<file path="src/rtl/mult_pkg.sv">
// Shared types and helpers for the iterative shift-add multiplier.
package mult_pkg;

    typedef enum logic [1:0] {
        IDLE = 2'd0,
        BUSY = 2'd1,
        DONE = 2'd2
    } mult_state_e;

    // Conditional two's-complement absolute value at the widest legal operand
    // size; callers zero-extend the operand, pass its sign condition and
    // truncate the result back to their width. The most-negative value maps
    // to 2^(WIDTH-1) once truncated.
    function automatic logic [63:0] abs_w(input logic [63:0] v, input logic neg);
        return neg ? (~v + 64'd1) : v;
    endfunction

endpackage

</file>
<file path="src/rtl/mult_iter_datapath.sv">
// Shift-add datapath: multiplier mp, multiplicand mc and accumulator acc,
// loaded and stepped by the controlling FSM.
module mult_iter_datapath #(
    parameter int WIDTH = 32
) (
    input  logic               clk,
    input  logic               rst_n,
    input  logic               i_load,
    input  logic               i_step,
    input  logic [WIDTH-1:0]   i_mp_init,
    input  logic [WIDTH-1:0]   i_mc_init,
    output logic [2*WIDTH-1:0] o_acc_next,
    output logic [WIDTH-1:0]   o_mp_next
);

    logic [WIDTH-1:0]   r_mp;
    logic [2*WIDTH-1:0] r_mc;
    logic [2*WIDTH-1:0] r_acc;
    logic [2*WIDTH-1:0] w_addend;

    // One add/shift step: add the shifted multiplicand when the current
    // multiplier bit is set.
    always_comb begin
        w_addend   = r_mp[0] ? r_mc : '0;
        o_acc_next = r_acc + w_addend;
        o_mp_next  = r_mp >> 1;
    end

    // Operand registers: load a fresh operation or advance one step.
    always_ff @(posedge clk or negedge rst_n) begin
        if (!rst_n) begin
            r_mp  <= '0;
            r_mc  <= '0;
            r_acc <= '0;
        end else if (i_load) begin
            r_mp  <= i_mp_init;
            r_mc  <= {{WIDTH{1'b0}}, i_mc_init};
            r_acc <= '0;
        end else if (i_step) begin
            r_mp  <= o_mp_next;
            r_mc  <= r_mc << 1;
            r_acc <= o_acc_next;
        end
    end

endmodule

</file>
<file path="src/rtl/multiplier_iterative_param.sv">
// Parametrised iterative multiplier with signed/unsigned mode and
// valid/ready handshakes on both sides.
// Optional early termination when the remaining multiplier bits are all
// zero: define MULT_ITER_EARLY_EXIT_EN.
//
// state | meaning
// IDLE  | ready for a new operation, no result pending
// BUSY  | iterating add/shift steps, inputs ignored
// DONE  | r holds a product, waiting for out_ready
module multiplier_iterative_param
    import mult_pkg::*;
#(
    parameter int WIDTH = 32
) (
    input  logic               clk,
    input  logic               rst_n,
    input  logic               in_valid,
    output logic               in_ready,
    input  logic               signed_in,
    input  logic [WIDTH-1:0]   a,
    input  logic [WIDTH-1:0]   b,
    output logic               out_valid,
    input  logic               out_ready,
    output logic [2*WIDTH-1:0] r
);

    localparam int CNT_W = $clog2(WIDTH);

    mult_state_e        r_state;
    mult_state_e        w_state_next;
    logic [CNT_W-1:0]   r_cnt;
    logic               r_neg;
    logic               r_out_valid;
    logic [2*WIDTH-1:0] r_r;

    logic               w_in_ready;
    logic               w_load;
    logic               w_step;
    logic               w_last;
    logic               w_exit;
    logic [WIDTH-1:0]   w_abs_a;
    logic [WIDTH-1:0]   w_abs_b;
    logic [2*WIDTH-1:0] w_acc_next;
    logic [WIDTH-1:0]   w_mp_next;

    // Operand magnitudes; only taken when the operation is signed.
    always_comb begin
        w_abs_a = WIDTH'(abs_w(64'(a), signed_in & a[WIDTH-1]));
        w_abs_b = WIDTH'(abs_w(64'(b), signed_in & b[WIDTH-1]));
    end

    mult_iter_datapath #(
        .WIDTH (WIDTH)
    ) u_datapath (
        .clk        (clk),
        .rst_n      (rst_n),
        .i_load     (w_load),
        .i_step     (w_step),
        .i_mp_init  (w_abs_a),
        .i_mc_init  (w_abs_b),
        .o_acc_next (w_acc_next),
        .o_mp_next  (w_mp_next)
    );

    // Termination: all WIDTH steps done, or optionally no multiplier bits left.
    always_comb begin
        w_last = (r_cnt == CNT_W'(WIDTH - 1));
`ifdef MULT_ITER_EARLY_EXIT_EN
        w_exit = w_last | (w_mp_next == '0);
`else
        w_exit = w_last;
`endif
    end

    // FSM state register.
    always_ff @(posedge clk or negedge rst_n) begin
        if (!rst_n) begin
            r_state <= IDLE;
        end else begin
            r_state <= w_state_next;
        end
    end

    // FSM next state and control strobes.
    always_comb begin
        w_state_next = r_state;
        w_in_ready   = 1'b0;
        w_load       = 1'b0;
        w_step       = 1'b0;
        case (r_state)
            IDLE: begin
                w_in_ready = 1'b1;
                if (in_valid) begin
                    w_load       = 1'b1;
                    w_state_next = BUSY;
                end
            end
            BUSY: begin
                w_step = 1'b1;
                if (w_exit) begin
                    w_state_next = DONE;
                end
            end
            DONE: begin
                w_in_ready = out_ready;
                if (out_ready) begin
                    if (in_valid) begin
                        w_load       = 1'b1;
                        w_state_next = BUSY;
                    end else begin
                        w_state_next = IDLE;
                    end
                end
            end
            default: begin
                w_state_next = IDLE;
            end
        endcase
    end

    // Iteration counter and result sign, captured at accept.
    always_ff @(posedge clk or negedge rst_n) begin
        if (!rst_n) begin
            r_cnt <= '0;
            r_neg <= 1'b0;
        end else if (w_load) begin
            r_cnt <= '0;
            r_neg <= signed_in & (a[WIDTH-1] ^ b[WIDTH-1]);
        end else if (w_step) begin
            r_cnt <= r_cnt + CNT_W'(1);
        end
    end

    // Result register and valid flag; r stays put after the handshake.
    always_ff @(posedge clk or negedge rst_n) begin
        if (!rst_n) begin
            r_out_valid <= 1'b0;
            r_r         <= '0;
        end else if (w_step && w_exit) begin
            r_out_valid <= 1'b1;
            r_r         <= r_neg ? -w_acc_next : w_acc_next;
        end else if (r_state == DONE && out_ready) begin
            r_out_valid <= 1'b0;
        end
    end

    assign in_ready  = w_in_ready;
    assign out_valid = r_out_valid;
    assign r         = r_r;

endmodule

</file>
<file path="config.mk">
export PLATFORM = sky130hd
export DESIGN_NAME = multiplier_iterative_param
export DESIGN_NICKNAME = d
export VERILOG_FILES = /design/src/rtl/mult_pkg.sv /design/src/rtl/mult_iter_datapath.sv /design/src/rtl/multiplier_iterative_param.sv
export SDC_FILE = /design/constraint.sdc
export NUM_CORES = 1
export LEC_CHECK = 0
export CAP_MARGIN = 20
export CORE_MARGIN = 2
export CORE_UTILIZATION = 45
export DETAILED_ROUTE_END_ITERATION = 7
export RECOVER_POWER = 100
export SLEW_MARGIN = 20
export SYNTH_ARGS = -nofsm -noshare
export SYNTH_HDL_FRONTEND = slang
export SYNTH_SLANG_ARGS = --single-unit
</file>
<file path="constraint.sdc">
create_clock -name clk -period 11.5 [get_ports clk]
set_clock_uncertainty 0.05 [all_clocks]
set_input_delay 1.15 -clock clk [delete_from_list [all_inputs] [get_ports clk]]
set_output_delay 1.15 -clock clk [all_outputs]
set_load 0.1 [all_outputs]
</file>
# Yosys cells after proc, flatten, opt, wreduce, memory -nomap -nowiden
# Index checks and enable logic that the tools add are counted.
# totals
register_bits	233
in_bits	69
# op_classes
muxes	24
eq_ne	6
addsub	5
reduce_logical	6
n_bitwise	6
# ops
op	count
two-way mux 64 bit	6
two-way mux 32 bit	4
adder 32 x 1 -> 32 bit, second input constant	2
adder 64 bit	1
negation 64 bit	1
inverter 32 bit	2
two-way mux 5 bit	2
two-way mux 1 bit	6
two-way mux 2 bit	3
!= test 2 bit, second input constant	3
case mux 2 bit (3 select lines)	1
adder 5 x 1 -> 5 bit, second input constant	1
== test 5 bit, second input constant	1
case mux 1 bit (2 select lines)	2
nonzero test 2 bit	2
AND 1 bit	3
AND reduction 3 bit	1
== test 2 x 1 -> 1 bit, second input constant	1
== test 2 bit, second input constant	1
logical AND 1 bit	2
zero test 2 bit	1
XOR 1 bit	1

# Depth between registers and ports, before layout
# Gate-level depths: netlist of run 1.
# depth
depth_word	4
ltp_mapped	18
mapped_depth_nobuf	16

# Hierarchy
# Synthesis of run 1 repeated with hierarchy kept, for this count alone.
# unflattened
cells_unflattened	1995
hier_area_um2	16933.7
# modules_own_cells
mod	area_each_um2	cells_per_inst	instances
mult_iter_datapath	11522.3	1326	1
multiplier_iterative_param	5411.4	669	1

# Worst setup path after synthesis of run 1
# Ideal clock, no wire load.
# synth_timing
kind	reg2reg
startpoint	register u_datapath.r_mp[0]
endpoint	register r_r[63], in the netlist r[63]
setup_slack_ps	6761
n_path_buf	2
synth_period_minus_slack_ps	4739
stages_incl_launch_ff	19
t_required_ps	11367
setup_time_ps	83
t_arrival_ps	4606
path_cell_list	dfrtp_1 -> clkbuf_1 -> clkbuf_1 -> and2_1 -> ha_1 -> inv_1 -> fa_1 -> nand2b_1 -> a211oi_4 -> o21ai_1 -> a211oi_2 -> nor3_1 -> o21ai_0 -> xnor2_2 -> nand4_2 -> or3_4 -> or4_1 -> or3_1 -> a31oi_1
# synth_via
elab_chain_cells	4
# synth_rtl
item	line_no	text
start: declaration	mult_iter_datapath.sv:16	logic [WIDTH-1:0] r_mp;
start signal: assignment	mult_iter_datapath.sv:36	r_mp <= i_mp_init;
start signal: assignment	mult_iter_datapath.sv:40	r_mp <= o_mp_next;
two-way mux 64 bit (*)	mult_iter_datapath.sv:24	w_addend = r_mp[0] ? r_mc : '0;
adder 64 bit (*)	mult_iter_datapath.sv:25	o_acc_next = r_acc + w_addend;
negation 64 bit	multiplier_iterative_param.sv:141	r_r <= r_neg ? -w_acc_next : w_acc_next;
two-way mux 64 bit (*)	multiplier_iterative_param.sv:141	
end signal: assignment	multiplier_iterative_param.sv:141	
end: declaration	multiplier_iterative_param.sv:34	logic [2*WIDTH-1:0] r_r;
# Every way passes the cells marked *; elsewhere a longest branch is shown, timed or not.
# A chain may end at the register's enable or synchronous reset.

# Worst setup path in the final report of run 1
# layout_timing
startpoint	register u_datapath.r_mp[0]
endpoint	register r_r[59], in the netlist r[59]
# Same word-level chain as after synthesis.

==> summary.md, run 1 <==
| Metric | Value |
|---|---|
| Num CTS Buffers | 27 |
| CP max FO | 64 |
| First-pass GRT wire length | 82750 um |
| Vias in the first global route | 14670 |
| Final routed DRC violation total | 0 |
| # setup viols final | 0 |
| RSZ-0062 raised after global routing | no |
| Crit path cell chain | clkbuf_1, and2_0, ha_1, inv_1, fa_1, nand2b_1, a211oi_1, o2111ai_1, a21boi_1, o22ai_1, nor4_1, nand4_1, nor4_1, nand4_1, o31ai_1, xor2_1, o21ai_0 |
| P per Cell Area | 307.8 nW/um2 |
| Core region area | 37400 um2 |
| Sequential Power Share | 0.237 |
| Number of synthesized flops with an enable pin | 0 |
| Pleak | 7.996 nW |
| Worst-path clk slew | 60 ps |
| Worst vdd ir | 0.1909 mV |
| Mean Syn Cell Area | 8.129 um2 |
| H-tree Lvls | 1 |
| Actual slew at the worst max-slew pin | between 6000 and 7000 ps |
| Relative slew slack | -3.510 |
| Minimum clock period | between 7000 and 8000 ps |
| Synth Area in Adders | 0.05121 |
| Final net count | approximately 2300 |
| FFs w/ async S/R, synth | 1.000 |
| Hold Fails Final Rpt | 0 |
| Tightest Hold Check Type | flip-flop to flip-flop |
| CP Class | flip-flop to flip-flop |
| Period utilization | 0.6767 |
| GRT Residual Overflow | 0 |
| TritonCTS clock tree | built |
| Required time of the critical path | 11850 ps |
| Post-Synth Simple-Gate Area | 0.2258 |
| TNS Setup | 0 ps |
| Initial DRC Count | 1182 |
| Detailed Place HPWL | 40120 um |
| Number of setup buffers added after CTS | 0 |
| # rows | 71 |
| Pins Over Slew Limit | about 660 |
| Total Wirelength | 52490 um |
| Max Buffers Root-to-Sink | 3 |
| Max Cap Viol | 9 |
| Port Buffers | between 100 and 150 |
| Synthesized cell area | 17010 um2 |
| Filler instances | 3678 |
| Post-CTS Hold Buffers | 0 |
| Layout cell share with drive strength beyond 1 | 0.05307 |
| Post-DRT Antenna Nets | 0 |
| Hold slack final | 410.5 ps |
| Drt wl/cell | 19.60 um |
| Largest net degree at the start of global routing | 126 |
| Root Buffer | clkbuf_16 |
| Die footprint | roughly 39000 um2 |
| Worst Setup End Kind | flip-flop |
| Largest family of logic cells by synthesized area | compound AO/OA/AOI/OAI gates |
| Synth Area in Compound Gates | 0.2561 |
| Clk pwr share | 0.148 |
| F_max | between 100 and 150 MHz |
| Switching share of power | 0.5242 |
| Cell taking the most area after synthesis | dfrtp_1 |
| P_int | around 2.8 mW |
| Area Growth Syn to Fin | 14.24% |
| Post-Syn Instances | 2092 |
| Antenna violations before repair | 0 |
| Starting Density | 0.4547 |
| Chip width | 198.4 um |
| Clk sink count | 233 |
| Syn Nets | ~2200 |
| Vias/cell | 5.954 |
| Xor and xnor area share after synthesis | 0.08130 |
| Yosys top cell area share | 0.3428 |
| WP data arrival | 8130 ps |
| Net Sw Power | 3.135 mW |
| IO Pins | 135 |
| Top cells by count, synth | 315 x nand2_1, 276 x o21ai_0, 233 x dfrtp_1 |
| Sequential area share after synthesis | 0.3428 |
| Die Height | just under 200 um |
| Netlist cell types | 99 |
| CP Launch Type | flip-flop |
| Top cells by area, synth | dfrtp_1 34%, o21ai_0 8.1%, nand2_1 7.0% |
| Synth Register Bits | about 230 |
| Main synth FF type | dfrtp_1 |
| GRT Util Overall | 0.2662 |
| Critical path's slowest cell | clkbuf_1 |
| Pre-antenna DRT Iters | 5 |
| Top-count cell post-synth | nand2_1 |
| Comb pwr share | 0.616 |
| Max incr delay on CP | 1680 ps |
| Mux cell area share after synthesis | 0.005518 |
| Total chip power | 5.980 mW |
| Ant diodes | 0 |
| Failing checks | max-capacitance violations, max-slew violations |
| Worst skew pair latency | 560 ps |
| Status | finished, violations left |
| Yosys warnings | 0 |
| Gpl congestion | 0.9621 |
| Cts repair resizes | 0 |
| Routed vias | 15950 |
==> routing by layer <==
| layer | vias to the layer above | global-route usage | part of all wire |
|---|---|---|---|
| li1 | 7725 | - | - |
| met4 | 0 | 0.06433 | 0.019 |
| met5 | - | 0 | 0 |
| met1 | 7632 | 0.4252 | 0.50 |
| met2 | 523 | 0.3793 | 0.41 |
| met3 | 65 | 0.02645 | 0.071 |
==> layout make-up <==
cell class	instances	area, um2	area share
clock inverter	10	137.6	0.007084
multi-input combinational	1706	10500	0.5405
inverter	28	105.1	0.005410
tap	511	639.4	0.03291
sequential	233	5831	0.3001
clock buffer	39	770.7	0.03967
timing repair buffer	151	1444	0.07432
==> flip-flops by register name, summed over array words and instances (netlist names) <==
signal / count
r_cnt: 5
r_neg: 1
r: 64
u_datapath.r_mp: 32
u_datapath.r_acc: 64
u_datapath.r_mc: 64
r_state: 2
out_valid: 1
==> critical path, delay by kind of cell, from the launching register on <==
kind                     cells  cell delay, ps
AO/OA/AOI/OAI                6            2020
XOR/XNOR                     1             160
adder cells (fa/ha/maj)      2             590
buffers and inverters        2            1730
flip-flops                   1             340
AND/OR/NAND/NOR              6            2670
==> kinds of logic after synthesis <==
| group | Yosys count |
|---|---|
| and+or+nand+nor | 775 |
| AOI/OAI and AO/OA | 696 |
| DFF | 233 |
| xor gates and xnor gates | 157 |
| buffers and inverters | 153 |
| adders and majority gates | 69 |
| muxes | 9 |
==> final timing paths <==
check	from	endpoint	slack, ps	cells past startpoint
worst min-delay path	r[37]	r[37]	410	2
min in group asynchronous	rst_n	u_datapath.r_mc[5]	3010	1
max in group asynchronous	rst_n	r[52]	4450	3
worst min register to register	r[37]	r[37]	410	2
worst max-delay path	u_datapath.r_mp[0]	r[59]	3720	17
worst max register to register	u_datapath.r_mp[0]	r[59]	3720	17
==> power by group through the flow <==
stage	logic (mW)	registers, mW	clock network (mW)
global placement	3.65	1.42	0
detailed placement	3.69	1.42	0
finish	3.68	1.42	0.883
floorplan	2.21	1.91	0
global route	4.02	1.45	0.936
CTS	3.70	1.41	0.904
==> through the flow <==
| stage | utilization | std cells | setup WS (ps) | cell area (um2) |
|---|---|---|---|---|
| after floorplan | - | 2092 | 6761 | 17010 |
| after global placement | 0.4981 | 2629 | 6082 | 18630 |
| after detailed placement | 0.4981 | 2629 | 5961 | 18630 |
| after CTS | 0.5224 | 2678 | 5936 | 19540 |
| after global routing | 0.5195 | 2678 | 2859 | 19430 |
| final | 0.5195 | 2678 | 3717 | 19430 |
==> cells in the final DEF (no fill, tap or decap), types with 7 or more instances in the layout <==
master and instances:
o21bai_1 8, a22oi_1 62, or4_1 9, nand2_1 314, and2_1 71, dlygate4sd3_1 67
o41ai_1 9, o21a_1 15, a211oi_1 10, o211ai_1 10, or3_1 11, a22o_1 13
o31a_1 7, buf_4 10, o31ai_1 27, xnor2_1 84, nor4_1 17, a31oi_1 12
clkdlybuf4s50_1 66, nand4_1 37, a21oi_1 128, a21o_1 16, o21ai_0 282, and3_1 11
nor2_1 114, or2_2 9, xor2_1 72, inv_1 28, nand2b_1 12, o21ai_1 22
ha_1 68, dfrtp_1 233, clkbuf_16 27, nand3_1 78, clkbuf_1 14, nor3_1 42
Power figures use the tool's default switching activity.
==> run 2, diff against run 1 <==
--- a/config.mk
+++ b/config.mk
@@ -9,6 +9,7 @@
 export CORE_MARGIN = 2
 export CORE_UTILIZATION = 45
 export DETAILED_ROUTE_END_ITERATION = 7
+export PLACE_DENSITY = 0.67
 export RECOVER_POWER = 100
 export SLEW_MARGIN = 20
 export SYNTH_ARGS = -nofsm -noshare
==> constraint.sdc (replaced) <==
create_clock -name clk -period 7.1 [get_ports clk]
set_clock_uncertainty 0.05 [all_clocks]
set_input_delay 0.71 -clock clk [delete_from_list [all_inputs] [get_ports clk]]
set_output_delay 0.71 -clock clk [all_outputs]
set_load 0.1 [all_outputs]
==> run 2 against run 1 <==
  * The run still ends with max-capacitance violations, max-slew violations left
  * Register-to-register slack got worse by 2600 ps
  * Count of clock-buffer cells in the layout fell by 1
  * Core utilization down 0.11 points
  * Via count about the same
  * Total power is 60% higher
  * Design area fell by 0.22%
  * Combinational power rose by 62%
  * Sequential share of layout area rose by 0.066 points
  * Die area stayed put
  * Global-route usage increased by 0.061 points
  * Non-clock buffer count stayed put
==> summary.md, run 2 (synthesis gave the netlist of run 1 again) <==
| Metric | Value |
|---|---|
| Status | finished, violations left |
| Failing checks | max-capacitance violations, max-slew violations |
| Largest net degree at the start of global routing | about 150 |
| CP Class | flip-flop to flip-flop |
| Routed vias | approximately 16000 |
| GRT Residual Overflow | 0 |
| Worst vdd ir | approximately 0.26 mV |
| GRT Util Overall | 0.2668 |
| Pins Over Slew Limit | 584 |
| Max Cap Viol | 7 |
| Most frequent cells in the layout | 315 x nand2_1, 285 x o21ai_0, 233 x dfrtp_1 |
| Cts repair resizes | 0 |
| Worst Setup End Kind | flip-flop |
| TritonCTS clock tree | built |
| CP Launch Type | flip-flop |
| Post-CTS Hold Buffers | 0 |
| Num CTS Buffers | 26 |
| Clk sink count | 233 |
| Root Buffer | clkbuf_16 |
| Area Growth Syn to Fin | 13.99% |
| First-pass GRT wire length | 82630 um |
| Placed Instances | 2629 |
| Area of the multi-input gates | approximately 11000 um2 |
| IO Pins | 135 |
| Final routed DRC violation total | 0 |
| Required time of the critical path | 7410 ps |
| Commonest non-fill, non-tap cell in the layout | nand2_1 |
| P per Cell Area | 494.4 nW/um2 |
| Die footprint | 39360 um2 |
| Chip width | 198.4 um |
| CP max FO | 44 |
| Post-route insts no fill | 2677 |
| TNS Setup | 0 ps |
| Antenna violations before repair | 0 |
| Ant diodes | 0 |
| # setup viols final | 0 |
| Vias/cell | roughly 6 |
| H-tree Lvls | 1 |
| # rows | between 70 and 80 |
| Vias in the first global route | 14540 |
| F_max | 166.7 MHz |
| WP data arrival | between 6000 and 7000 ps |
| Filler instances | 3566 |
| Max Buffers Root-to-Sink | 3 |
| RSZ-0062 raised after global routing | no |
| Max incr delay on CP | 770 ps |
| Final net count | 2284 |
| Actual slew at the worst max-slew pin | 4998 ps |
| Pre-antenna DRT Iters | 5 |
| Minimum clock period | 5999 ps |
| Critical path's slowest cell | nor4_1 |
| Die Height | 198.4 um |
| Starting Density | 0.4547 |
| FF+latch area | 5831 um2 |
| Tightest Hold Check Type | flip-flop to flip-flop |
| Layout cell share with drive strength beyond 1 | 0.05402 |
| Relative slew slack | -2.332 |
| Number of setup buffers added after CTS | 0 |
| Pleak | 7.988 nW |
| Core region area | 37400 um2 |
| Detailed Place HPWL | ~40000 um |
| Slack of the worst reg-to-reg path | about 1100 ps |
| Port Buffers | between 100 and 150 |
| Gpl congestion | 0.9835 |
| Crit path cell chain | buf_4, and2_0, ha_1, a21oi_1, o21ai_0, a21oi_1, inv_1, or4_1, a32oi_1, o2111ai_1, nor4_1, nand4_2, o41ai_1, xnor2_1, o21ai_1 |
| Worst-path clk slew | roughly 70 ps |
| Worst skew pair latency | 550 ps |
| Drt wl/cell | 19.58 um |
| Post-DRT Antenna Nets | 0 |
| Period utilization | 0.8449 |
| Total Wirelength | about 52000 um |
| Hold Fails Final Rpt | 0 |
| Cell mode on critical path | a21oi_1 |
| Initial DRC Count | 1526 |
## run 2: cell count changes in the layout (fill, tap and decap cells not counted), moves of 2 or more
| cell | before | now |
|---|---|---|
| o21ai_0 | 282 | 285 |
| clkinv_2 | 3 | 6 |
| clkbuf_8 | 5 | 3 |
| clkbuf_2 | 0 | 2 |
| bufinv_16 | 3 | 1 |
| nor4_1 | 17 | 15 |
| clkbuf_1 | 14 | 12 |
| o21ai_1 | 22 | 19 |
## run 2: worst max-delay path: cells and delay by family (launching register included)
kind	cells	cell delay [ps]
AOI/OAI and AO/OA	7	2140
xor gates and xnor gates	1	180
adders and majority gates	1	370
buffers and inverters	2	560
DFF	1	700
and+or+nand+nor	4	1780
## run 2: through the flow
stage / utilization / hold WS, ps / setup slack, ps / cell area (um2) / total power [mW]
final: 0.5184 / 410.5 / 1101 / 19390 / 9.584
after floorplan: - / 364.4 / 2361 / 17010 / 6.674
after CTS: 0.5207 / 107.8 / 1614 / 19470 / 9.612
after detailed placement: 0.4984 / 408.1 / 1659 / 18640 / 8.242
after global placement: 0.4984 / 398.7 / 1727 / 18640 / 8.158
after global routing: 0.5184 / 434.5 / 819.8 / 19390 / 10.25
## run 2: final timing paths
kind | from | end | depth (start not counted)
max | u_datapath.r_mp[0] | r[62] | 15
min | r[41] | r[41] | 2
max reg2reg | u_datapath.r_mp[0] | r[62] | 15
min reg2reg | r[41] | r[41] | 2
max in group asynchronous | rst_n | r[50] | 1
min in group asynchronous | rst_n | u_datapath.r_mp[25] | 1
## run 2: metal layers
layer	global-route usage	vias to the layer above	part of all wire
met2	0.3795	563	0.41
met3	0.03747	61	0.077
met1	0.4220	7611	0.50
met5	0	-	0
li1	-	7702	-
met4	0.06015	0	0.018
## run 2: final cells by class
class	count	area share
Sequential cell	233	0.3008
Multi-Input combinational cell	1706	0.5427
Tap cell	511	0.03298
Timing Repair Buffer	151	0.07525
Inverter	28	0.005421
Clock inverter	10	0.004389
Clock buffer	38	0.03853
## run 2: report_power, final
part	internal [mW]	switching, mW	leakage (nW)	total, mW
combinational	1.85	4.10	4.57	5.95
sequential	1.89	0.404	3.01	2.30
clock	0.767	0.572	0.410	1.34
total	4.51	5.07	7.99	9.58
